--- src/rtl/cache_way_ctrl.sv ---
// Tag/valid/LRU controller for a 2-way, 8-set cache with block refill.
// Define CACHE_STATS_EN to add saturating hit_cnt/miss_cnt outputs.
module cache_way_ctrl #(
   parameter int ADDR_W = 32,
   parameter int TAG_W  = ADDR_W - 8
) (
   input  logic              clk,
   input  logic              rst,
   input  logic              req_valid,
   input  logic [ADDR_W-1:0] req_addr,
   output logic              req_ready,
   output logic              resp_valid,
   output logic              resp_hit,
   output logic [2:0]        index,
   output logic [1:0]        write,
   output logic [1:0]        WF,
   output logic [255:0]      inblock,
   output logic              mem_req,
   output logic [ADDR_W-1:0] mem_addr,
   input  logic              mem_ack,
   input  logic [255:0]      mem_data
`ifdef CACHE_STATS_EN
   ,
   output logic [15:0]       hit_cnt,
   output logic [15:0]       miss_cnt
`endif
);

   typedef enum logic [2:0] {
      IDLE,
      LOOKUP,
      MISS,
      FILL,
      RESP
   } state_e;

   state_e state_q, state_d;

   logic [TAG_W-1:0] rtag_q, rtag_d;
   logic [2:0]       ridx_q, ridx_d;
   logic             way_q, way_d;
   logic             hit_q, hit_d;

   logic [TAG_W-1:0] tag_q [2][8];
   logic [1:0][7:0]  valid_q, valid_d;
   logic [7:0]       lru_q, lru_d;

   logic              req_ready_q, req_ready_d;
   logic              resp_valid_q, resp_valid_d;
   logic              resp_hit_q, resp_hit_d;
   logic [2:0]        index_q, index_d;
   logic [1:0]        write_q, write_d;
   logic [1:0]        wf_q, wf_d;
   logic [255:0]      inblock_q, inblock_d;
   logic              mem_req_q, mem_req_d;
   logic [ADDR_W-1:0] mem_addr_q, mem_addr_d;

   logic match0, match1, victim;

   // Offset bits never reach the controller state.
   logic unused_offset;
   assign unused_offset = ^req_addr[4:0];

   always_comb begin
      match0 = valid_q[0][ridx_q] && (tag_q[0][ridx_q] == rtag_q);
      match1 = valid_q[1][ridx_q] && (tag_q[1][ridx_q] == rtag_q);
      if (!valid_q[0][ridx_q])
         victim = 1'b0;
      else if (!valid_q[1][ridx_q])
         victim = 1'b1;
      else
         victim = lru_q[ridx_q];
   end

   always_comb begin
      state_d   = state_q;
      rtag_d    = rtag_q;
      ridx_d    = ridx_q;
      way_d     = way_q;
      hit_d     = hit_q;
      valid_d   = valid_q;
      lru_d     = lru_q;
      inblock_d = inblock_q;

      unique case (state_q)
         IDLE: begin
            if (req_valid) begin
               rtag_d  = req_addr[ADDR_W-1:8];
               ridx_d  = req_addr[7:5];
               state_d = LOOKUP;
            end
         end
         LOOKUP: begin
            if (match0 || match1) begin
               // Way 0 takes priority if both ways somehow match.
               way_d         = ~match0;
               hit_d         = 1'b1;
               lru_d[ridx_q] = match0;
               state_d       = RESP;
            end else begin
               way_d   = victim;
               hit_d   = 1'b0;
               state_d = MISS;
            end
         end
         MISS: begin
            if (mem_ack) begin
               inblock_d = mem_data;
               state_d   = FILL;
            end
         end
         FILL: begin
            valid_d[way_q][ridx_q] = 1'b1;
            lru_d[ridx_q]          = ~way_q;
            state_d                = RESP;
         end
         RESP: begin
            state_d = IDLE;
         end
         default: begin
            state_d = IDLE;
         end
      endcase

      // Outputs are registered, so derive them from the next state.
      req_ready_d  = (state_d == IDLE);
      resp_valid_d = (state_d == RESP);
      resp_hit_d   = (state_d == RESP) && hit_d;
      index_d      = (state_d != IDLE) ? ridx_d : index_q;
      write_d      = (state_d == FILL) ? {way_d, ~way_d} : 2'b00;
      wf_d         = (state_d == RESP) ? {way_d, ~way_d} : 2'b00;
      mem_req_d    = (state_d == MISS);
      mem_addr_d   = (state_d == MISS) ? {rtag_d, ridx_d, 5'b0}
                                       : mem_addr_q;
   end

   always_ff @(posedge clk or posedge rst) begin
      if (rst) begin
         state_q      <= IDLE;
         rtag_q       <= '0;
         ridx_q       <= '0;
         way_q        <= 1'b0;
         hit_q        <= 1'b0;
         valid_q      <= '0;
         lru_q        <= '0;
         req_ready_q  <= 1'b1;
         resp_valid_q <= 1'b0;
         resp_hit_q   <= 1'b0;
         index_q      <= '0;
         write_q      <= '0;
         wf_q         <= '0;
         inblock_q    <= '0;
         mem_req_q    <= 1'b0;
         mem_addr_q   <= '0;
      end else begin
         state_q      <= state_d;
         rtag_q       <= rtag_d;
         ridx_q       <= ridx_d;
         way_q        <= way_d;
         hit_q        <= hit_d;
         valid_q      <= valid_d;
         lru_q        <= lru_d;
         req_ready_q  <= req_ready_d;
         resp_valid_q <= resp_valid_d;
         resp_hit_q   <= resp_hit_d;
         index_q      <= index_d;
         write_q      <= write_d;
         wf_q         <= wf_d;
         inblock_q    <= inblock_d;
         mem_req_q    <= mem_req_d;
         mem_addr_q   <= mem_addr_d;
      end
   end

   // Tags are qualified by valid, so they need no reset.
   always_ff @(posedge clk) begin
      if (!rst && state_q == FILL)
         tag_q[way_q][ridx_q] <= rtag_q;
   end

   assign req_ready  = req_ready_q;
   assign resp_valid = resp_valid_q;
   assign resp_hit   = resp_hit_q;
   assign index      = index_q;
   assign write      = write_q;
   assign WF         = wf_q;
   assign inblock    = inblock_q;
   assign mem_req    = mem_req_q;
   assign mem_addr   = mem_addr_q;

`ifdef CACHE_STATS_EN
   logic [15:0] hit_cnt_q, hit_cnt_d;
   logic [15:0] miss_cnt_q, miss_cnt_d;

   always_comb begin
      hit_cnt_d  = hit_cnt_q;
      miss_cnt_d = miss_cnt_q;
      if (state_q == RESP) begin
         if (resp_hit_q && hit_cnt_q != 16'hFFFF)
            hit_cnt_d = hit_cnt_q + 16'd1;
         if (!resp_hit_q && miss_cnt_q != 16'hFFFF)
            miss_cnt_d = miss_cnt_q + 16'd1;
      end
   end

   always_ff @(posedge clk or posedge rst) begin
      if (rst) begin
         hit_cnt_q  <= '0;
         miss_cnt_q <= '0;
      end else begin
         hit_cnt_q  <= hit_cnt_d;
         miss_cnt_q <= miss_cnt_d;
      end
   end

   assign hit_cnt  = hit_cnt_q;
   assign miss_cnt = miss_cnt_q;
`endif

endmodule

--- config.mk ---
export PLATFORM = sky130hd
export DESIGN_NAME = cache_way_ctrl
export DESIGN_NICKNAME = d
export VERILOG_FILES = /design/src/rtl/cache_way_ctrl.sv
export SDC_FILE = /design/constraint.sdc
export NUM_CORES = 1
export LEC_CHECK = 0
export ABC_AREA = 1
export BUFFER_PORTS_ARGS = -buffer_cell sky130_fd_sc_hd__buf_4
export CAP_MARGIN = 25
export CORE_MARGIN = 4
export CORE_UTILIZATION = 54
export CTS_CLUSTER_DIAMETER = 200
export DETAILED_ROUTE_END_ITERATION = 6
export MAX_ROUTING_LAYER = met4
export PLACE_DENSITY = 0.78
export SYNTH_ARGS = -nofsm -noshare
export SYNTH_HDL_FRONTEND = slang
export SYNTH_SLANG_ARGS = --single-unit
export TNS_END_PERCENT = 20
--- constraint.sdc ---
create_clock -name clk -period 19.99 [get_ports clk]
set_clock_uncertainty 0.15 [all_clocks]
set_input_delay 3.998 -clock clk [delete_from_list [all_inputs] [get_ports clk]]
set_output_delay 3.998 -clock clk [all_outputs]
set_load 0.01 [all_outputs]
### Word-level counts from Yosys, hierarchy flattened

Memories as Yosys holds them, arrays and structs flattened.
Index checks and enable logic that the tools add are counted.

| cells by class | value |
|---|---|
| order comparisons | 6 |
| equality and inequality tests | 9 |
| mux-type cells | 40 |
| bitwise gates (word level) | 5 |
| reductions and logical operators | 15 |

Operators with widths:

| cell | number |
|---|---|
| 192-bit 2-to-1 mux | 1 |
| 24-bit 2-to-1 mux | 7 |
| 24-bit binary-select mux with 3-bit select | 2 |
| 24-bit demux with 3-bit select | 1 |
| 24-bit equality test | 2 |
| 8-bit bitwise mux | 2 |
| 8-bit 2-to-1 mux | 2 |
| 16-bit bitwise OR | 1 |
| 8-bit one-hot mux with 2 select lines | 1 |
| 3-bit 2-to-1 mux | 5 |
| 3-bit by 2-bit equality test with 1-bit output (second input constant) | 4 |
| 3-bit one-hot mux with 4 select lines | 1 |
| 1-bit 2-to-1 mux | 11 |
| 1-bit binary-select mux with 3-bit select | 3 |
| 8-bit demux with 1-bit select | 1 |
| 1-bit logical AND | 7 |
| 3-bit logical NOT | 2 |
| 4-bit >= comparator (second input constant) | 1 |
| 3-bit by 4-bit less-than comparator with 1-bit output (second input constant) | 1 |
| 4-bit by 1-bit less-than comparator with 1-bit output (second input constant) | 1 |
| 2-bit 2-to-1 mux | 2 |
| 3-bit NOT with 4-bit output | 1 |
| 2-bit AND reduction | 2 |
| 1-bit demux with 3-bit select | 1 |
| other kinds (11) | 13 |

| storage, ports and cells | value |
|---|---|
| bits in registers | 350 |
| bits in writable memories | 384 |
| logic and storage cells | 93 |
| memories | 1 |

Memories:

| memory | depth | width | rd ports | clocked after Yosys merged registers in | write ports | line | source |
|---|---|---|---|---|---|---|---|
| tag_q | 2 | 192 | 2 | 0 | 1 | 44 | `logic [TAG_W-1:0] tag_q [2][8];` |

### Depth between registers and ports, before layout

Gate-level depths: netlist of run 1.

| depth | value |
|---|---|
| depth after elaboration | 11 |
| depth in mapped cells | 21 |
| mapped depth without buffers | 19 |

### Least setup slack after synthesis of run 1

No wires, ideal clock.

| timing | value |
|---|---|
| kind | input port to flip-flop |
| start point | input port rst |
| end point | memory tag_q[1][100] (netlist name) (enable) |
| library setup time | 435 ps |
| arrival time | 6102 ps |
| setup slack | 13303 ps |
| stages on the path | 3 |
| path buffers | 2 |
| cell sequence | clkbuf_1 -> clkbuf_1 -> nor3_1 |

| between the ends | value |
|---|---|
| word-level cells in the longest chain between the ends | 4 |

Ends and longest elaborated chain:

| element | line | source |
|---|---|---|
| start: declaration | 8 | `input logic rst,` |
| 1-bit logical NOT | 177 | `if (!rst && state_q == FILL)` |
| 1-bit logical AND | 177 |  |
| 1-bit 2-to-1 mux | 177 |  |
| 192-bit 2-to-1 mux (implied by the code) | 178 | `tag_q[way_q][ridx_q] <= rtag_q;` |
| end: declaration | 44 |  |

No other way between the ends.

### Worst setup path in the final report of run 1

| timing | value |
|---|---|
| start point | input port mem_ack |
| end point | register inblock_q[175], in the netlist inblock[175] |

| between the ends | value |
|---|---|
| word-level cells in the longest chain between the ends | 1 |

Ends and longest elaborated chain:

| element | line | source |
|---|---|---|
| start: declaration | 20 | `input logic mem_ack,` |
| 2-bit AND reduction (no source line) | -- |  |
| end signal: assignment | 169 | `inblock_q <= inblock_d;` |
| end: declaration | 54 | `logic [255:0] inblock_q, inblock_d;` |

No other way between the ends.
A chain may end at the register's enable or synchronous reset.

==> results of run 1 <==
[layout by cell type, fill, tap and decap left out, drive strengths merged]
cell      Yosys  layout
clkinv        1      31
nor2        252     252
a22oi         2       2
and3          1       1
clkbuf       44     105
clkinvlp      0       2
nand4        16      16
nand3       173     173
o21bai        8       8
dfstp         1       1
edfxtp      384     384
nor3         18      18
mux2        257     257
o21ai        90      90
conb          1       5
dfrtp       349     349
or2          22      22
o31ai         1       1
a22o          1       1
buf          70     616
nand3b        6       6
nand2       730     730
diode         0       8
and2          2       2
o211ai       18      18
a21oi        26      26
inv         295     297
bufinv        0       2
[through the flow]
| step | util | total power [uW] |
|---|---|---|
| floorplan | - | 3720 |
| global placement | 0.6340 | 4811 |
| detailed placement | 0.6340 | 4877 |
| CTS | 0.6777 | 6279 |
| global route | 0.6800 | 6619 |
| finish | 0.6800 | 6295 |
[routing by layer]
layer,GRT usage,part of all wire,vias to the layer above
met3,0.09262,0.10,221
met1,0.3959,0.35,11100
li1,-,-,10250
met4,0.1677,0.057,0
met5,-,0,-
met2,0.5527,0.49,1200
[worst max-delay path: cells and delay by family]
kind	cells	cell delay [ps]
buffers and inverters	3	1620
and+or+nand+nor	1	520
muxes	1	420
[kinds of logic after synthesis]
kind of cell / count (synthesis) / synth area share
AO/OA/AOI/OAI: 146 / 0.02628
AND/OR/NAND/NOR: 1220 / 0.1625
multiplexers: 257 / 0.09425
buffers and inverters: 410 / 0.05611
other: 1 / 0.0001221
flip-flops: 734 / 0.6608
[power by group through the flow]
stage               Sequential (uW)  Clock, uW  Combinational (uW)
global route                   2470       1480                2680
global placement               2410          0                2410
detailed placement             2430          0                2450
finish                         2420       1390                2480
CTS                            2410       1400                2460
floorplan                      2460          0                1260
[state kept, by name, summed over array words and instances, names as in the netlist, 2 cells and up]
signal and count:
ridx_q 3, index 3, WF 2, inblock 256, valid_q 16, mem_addr 27
rtag_q 24, state_q 3, write 2, lru_q 8, tag_q 384
[path summary, 6_finish.rpt]
kind                       cells after the start  startpoint            to
min reg2reg                                    2  valid_q[6]    valid_q[6]
max reg2reg                                   17   ridx_q[1]  mem_addr[21]
max                                            5     mem_ack  inblock[175]
max in group asynchronous                      5         rst  inblock[175]
min                                            2  valid_q[6]    valid_q[6]
min in group asynchronous                      2         rst      write[1]
[area by class of cell]
type,count,area share
Timing Repair Buffer,616,0.1227
Clock inverter,36,0.006755
Inverter,296,0.02930
Multi-Input combinational cell,1628,0.2293
Antenna cell,8,0.0005221
Tap cell,756,0.02467
Sequential cell,734,0.5293
Clock buffer,105,0.05753
==> metrics, run 1 <==
first-pass GRT wire length 146100 microns; Area contributors post-synth edfxtp_1, dfrtp_1, mux2_2, nand2_1, inv_1; latest clock arrival within the worst-skew pair 610 ps; full die area 60750 sq um; area of the multi-input gates 8791 sq um; Final nets between 3000 and 4000; Critical Path RT between 20000 and 25000 ps; Fmax 156.6 MHz; Final min period approximately 6400 ps; grt total ovfl 0; share of the synthesized area in the top cell type 0.3755; routed vias/inst 5.448; antenna violations before repair 16; row count 87; vias in the first global route 22590; Max IR drop VDD 0.0001046 V; yosys warns 0; crit-path max FO a little under 70; Finished Cell Area between 30000 and 40000 sq um; IO Count about 590; chip width 246.5 microns; Final Wtd Congestion 0.9337; die height 246.5 microns; Sw Pwr ~2400 uW; 1st-pass router iterations 6; Starting Density 0.5446; GRT Util Overall 0.3413; Clock transition at path regs about 60 ps; crit share post-route 0.3195; clock sinks approximately 730; type of the tightest min-delay check flop to flop; leading area contributor after synthesis edfxtp_1; Int Pwr 3862 uW; Max clock buf depth 3; H-Tree Depth 3; crit-path cells buf_4 > nand3_4 > buf_4 > buf_4 > mux2_2; worst hold slack 299.6 ps; placed inst area 35750 sq um; cell area after synthesis 30710 sq um; FF/Latch Area ~20000 sq um; Pwr Density 164.2 nW/um^2; pre-CTS WS ~13000 ps; Root Driver clkbuf_16; DR vias between 20000 and 25000; clock share of power 0.221; Post-CTS Resized 0; FFs w/ async S/R, synth 0.4768; EDFF count, synth 384; Sequential Power Share 0.385; Post-synth top cells nand2_1, edfxtp_1, dfrtp_1; status complete, no violations; Final HPWL DP roughly 73000 microns; Lkg Pwr between 0.015 and 0.02 uW; average wire per standard cell 24.57 microns; CTS tree yes; Total Neg Setup Slack 0 ps; Worst Tran Pin Value between 1000 and 1500 ps; Pins Over Slew Limit 0; DR iter-0 viols 2409; CP arrival just under 7000 ps; hold_buf cts 0; Sw Share 0.3864; antenna-violating nets left 0; final setup margin 13600 ps; Rel. slew slack 0.2791; RSZ-0062 raised after global routing false; Crit path largest cell delay about 800 ps; CTS buffer count 76; leading register cell type out of synthesis edfxtp_1; final setup fails 0; final hold violation count 0; fin cells 4179; Core ar. 56390 sq um; layout cell share with drive strength beyond 1 0.3063; Port Buf Inserts 580; Comb pwr share 0.394; Critical Path End Type flop; synthesized area per cell 11.09 sq um; DRC violations left 0; Setup Buffers After CTS 0; Crit Path Category primary input to flop; r2r setup slk 14300 ps; Filler cells approximately 4200; post-detailed-routing wire length 102700 microns; CP most frequent cell buf_4; synth unique cells 35; Cells after Synth 2768; Startpoint Class primary input; #FFs+latches synth approximately 730; Layout area overhead 24.87%; largest net degree at the start of global routing 125; sequential cell area fraction in the yosys report 0.6608; max-cap violations 0; count leader, synth nand2_1; dpl cells 4026; Crit-path slowest cell buf_4
No activity file was read; power rests on OpenSTA's default activity.
==> run 2, diff against run 1 <==
clock period = 6.51 ns   (was 19.99 ns; I/O delays follow)
==> run 2 against run 1 <==
Total power grew to 3.1 times the previous value. Sequential share of layout area barely moved. Die area unchanged. Critical endpoint is now mem_addr[16]. Largest cell class unchanged.
==> metrics, run 2 (synthesis gave the netlist of run 1 again) <==
grt total ovfl 0; Final Wtd Congestion 0.9552; status complete, no violations; Filler cells 4133; CP arrival 5060 ps; CTS buffer count 75; hold_buf cts 0; max-cap violations 0; Pwr Density between 500 and 600 nW/um^2; Fmax approximately 210 MHz; Pins Over Slew Limit 0; Startpoint Class flop; r2r setup slk 1860 ps; Hold Path Cell Cnt 2; type of the tightest min-delay check flop to flop; Largest Register tag_q; met2 Usage GRT 0.5682; GRT Util Overall 0.3490; worst-case reg-to-reg path depth 16; RSZ-0062 raised after global routing false; Root Driver clkbuf_16; latest clock arrival within the worst-skew pair approximately 640 ps; Clock transition at path regs 60 ps; Layout Utilization 0.6797; Rel. slew slack 0.3183; layout cell share with drive strength beyond 1 0.3052; routed vias/inst 5.477; antenna-violating nets left 0; Critical Path RT 6920 ps; post-detailed-routing wire length 104900 microns; min-delay src valid_q[0]; CTS tree yes; Port Buf Inserts 580; Setup Buffers After CTS 0; max reg flops 384; M3 GR Usage 0.1081; Core ar. 56390 sq um; clock sinks 734; met1 usage 0.4113; placed inst area approximately 36000 sq um; DRC violations left 0; worst r2r src ridx_q[2]; Worst Tran Pin Value approximately 1000 ps; first-pass GRT wire length 148600 microns; crit-path max FO 29; Starting Density 0.5446; Lkg Pwr 0.01768 uW; final setup fails 0; row count 87; 1st-pass router iterations 6; crit share post-route 0.7150; Max clock buf depth 3; Crit Path Category flop to flop; vias in the first global route 22590; Layout area overhead 24.81%; GR peak layer met2; final hold violation count 0; Critical Path End Type flop; largest net degree at the start of global routing between 150 and 200; chip width about 250 microns; DR vias around 23000; commonest cells after routing, fill and taps aside nand2_1, buf_4, edfxtp_1; DR iter-0 viols 2508; Total Neg Setup Slack 0 ps; Max IR drop VDD 0.0003168 V; most common cell after layout, fill and taps aside nand2_1; Final min period 4654 ps; worst r2r dst mem_addr[16]; die height 246.5 microns; full die area 60750 sq um; IO Count 591; Final nets 3649; average wire per standard cell 25.08 microns; Post-CTS Resized 0; H-Tree Depth 3; antenna violations before repair 23; Final HPWL DP 76040 microns; Finished Cell Area around 38000 sq um; Hold Path End valid_q[0]
==> run 2: cell count changes in the layout (fill, tap and decap cells not counted), sizes merged <==
cell	before	now
bufinv	2	3
clkinv	31	24
inv	297	298
buf	616	622
clkinvlp	2	3
diode	8	12
==> run 2: metal layers <==
| metal | vias up | part of all wire | wire, microns |
|---|---|---|---|
| met2 | 1239 | 0.50 | 52170 |
| met5 | - | 0 | 0 |
| met1 | 11220 | 0.35 | 37110 |
| li1 | 10250 | - | - |
| met3 | 208 | 0.11 | 11140 |
| met4 | 0 | 0.043 | 4528 |
==> run 2: area by class of cell <==
cell class | instances | area [sq um] | area share
clock buffers | 105 | 2095 | 0.05465
diodes | 12 | 30.03 | 0.0007835
flip-flops and latches | 734 | 20290 | 0.5295
repair buffers | 622 | 4736 | 0.1236
clock inverters | 32 | 316.6 | 0.008260
well taps | 756 | 945.9 | 0.02468
multi-input cells | 1628 | 8791 | 0.2294
inverters | 296 | 1117 | 0.02915
==> run 2: worst max-delay path by stage <==
stage          cells after the start  startpoint  slack [ps]            to
6_report                          16   ridx_q[2]        1860  mem_addr[16]
5_1_grt                           18   ridx_q[1]        1600  mem_addr[10]
4_1_cts                           15   ridx_q[0]        1940  mem_addr[16]
3_5_place_dp                      15   ridx_q[0]        2050  mem_addr[16]
3_3_place_gp                      15   ridx_q[0]        2140  mem_addr[23]
2_1_floorplan                      3         rst           7         WF[0]
==> run 2: critical path, cell delays in order (launching register included) <==
cell      delay (ps)
dfrtp_1          720
nand2_2          470
inv_2            520
nand3b_1         150
nand2_1          110
o21ai_0           90
nand2_1          250
nand2_1           90
nor2_1           160
nand2_1          110
nor2_1            90
nand2_1          190
nand3_1          150
nand2_2          450
nand2_4          560
nand2_1          130
nand2_1          100
==> run 2: per-stage QoR <==
| step | std cells | setup slack, ps | total power (uW) | hold WS [ps] |
|---|---|---|---|---|
| global placement | 4035 | 2139 | 14890 | 282.5 |
| detailed placement | 4035 | 2046 | 15100 | 290.1 |
| global route | 4183 | 1603 | 20350 | 318.3 |
| CTS | 4172 | 1944 | 19360 | 304.0 |
| floorplan | 2772 | 6.860 | 11420 | 269.4 |
| finish | 4185 | 1856 | 19410 | 306.1 |
==> run 2: power by group <==
part	internal [uW]	total, uW	switching [uW]
logic	3060	7750	4680
registers	6360	7430	1080
clock network	2390	4220	1830
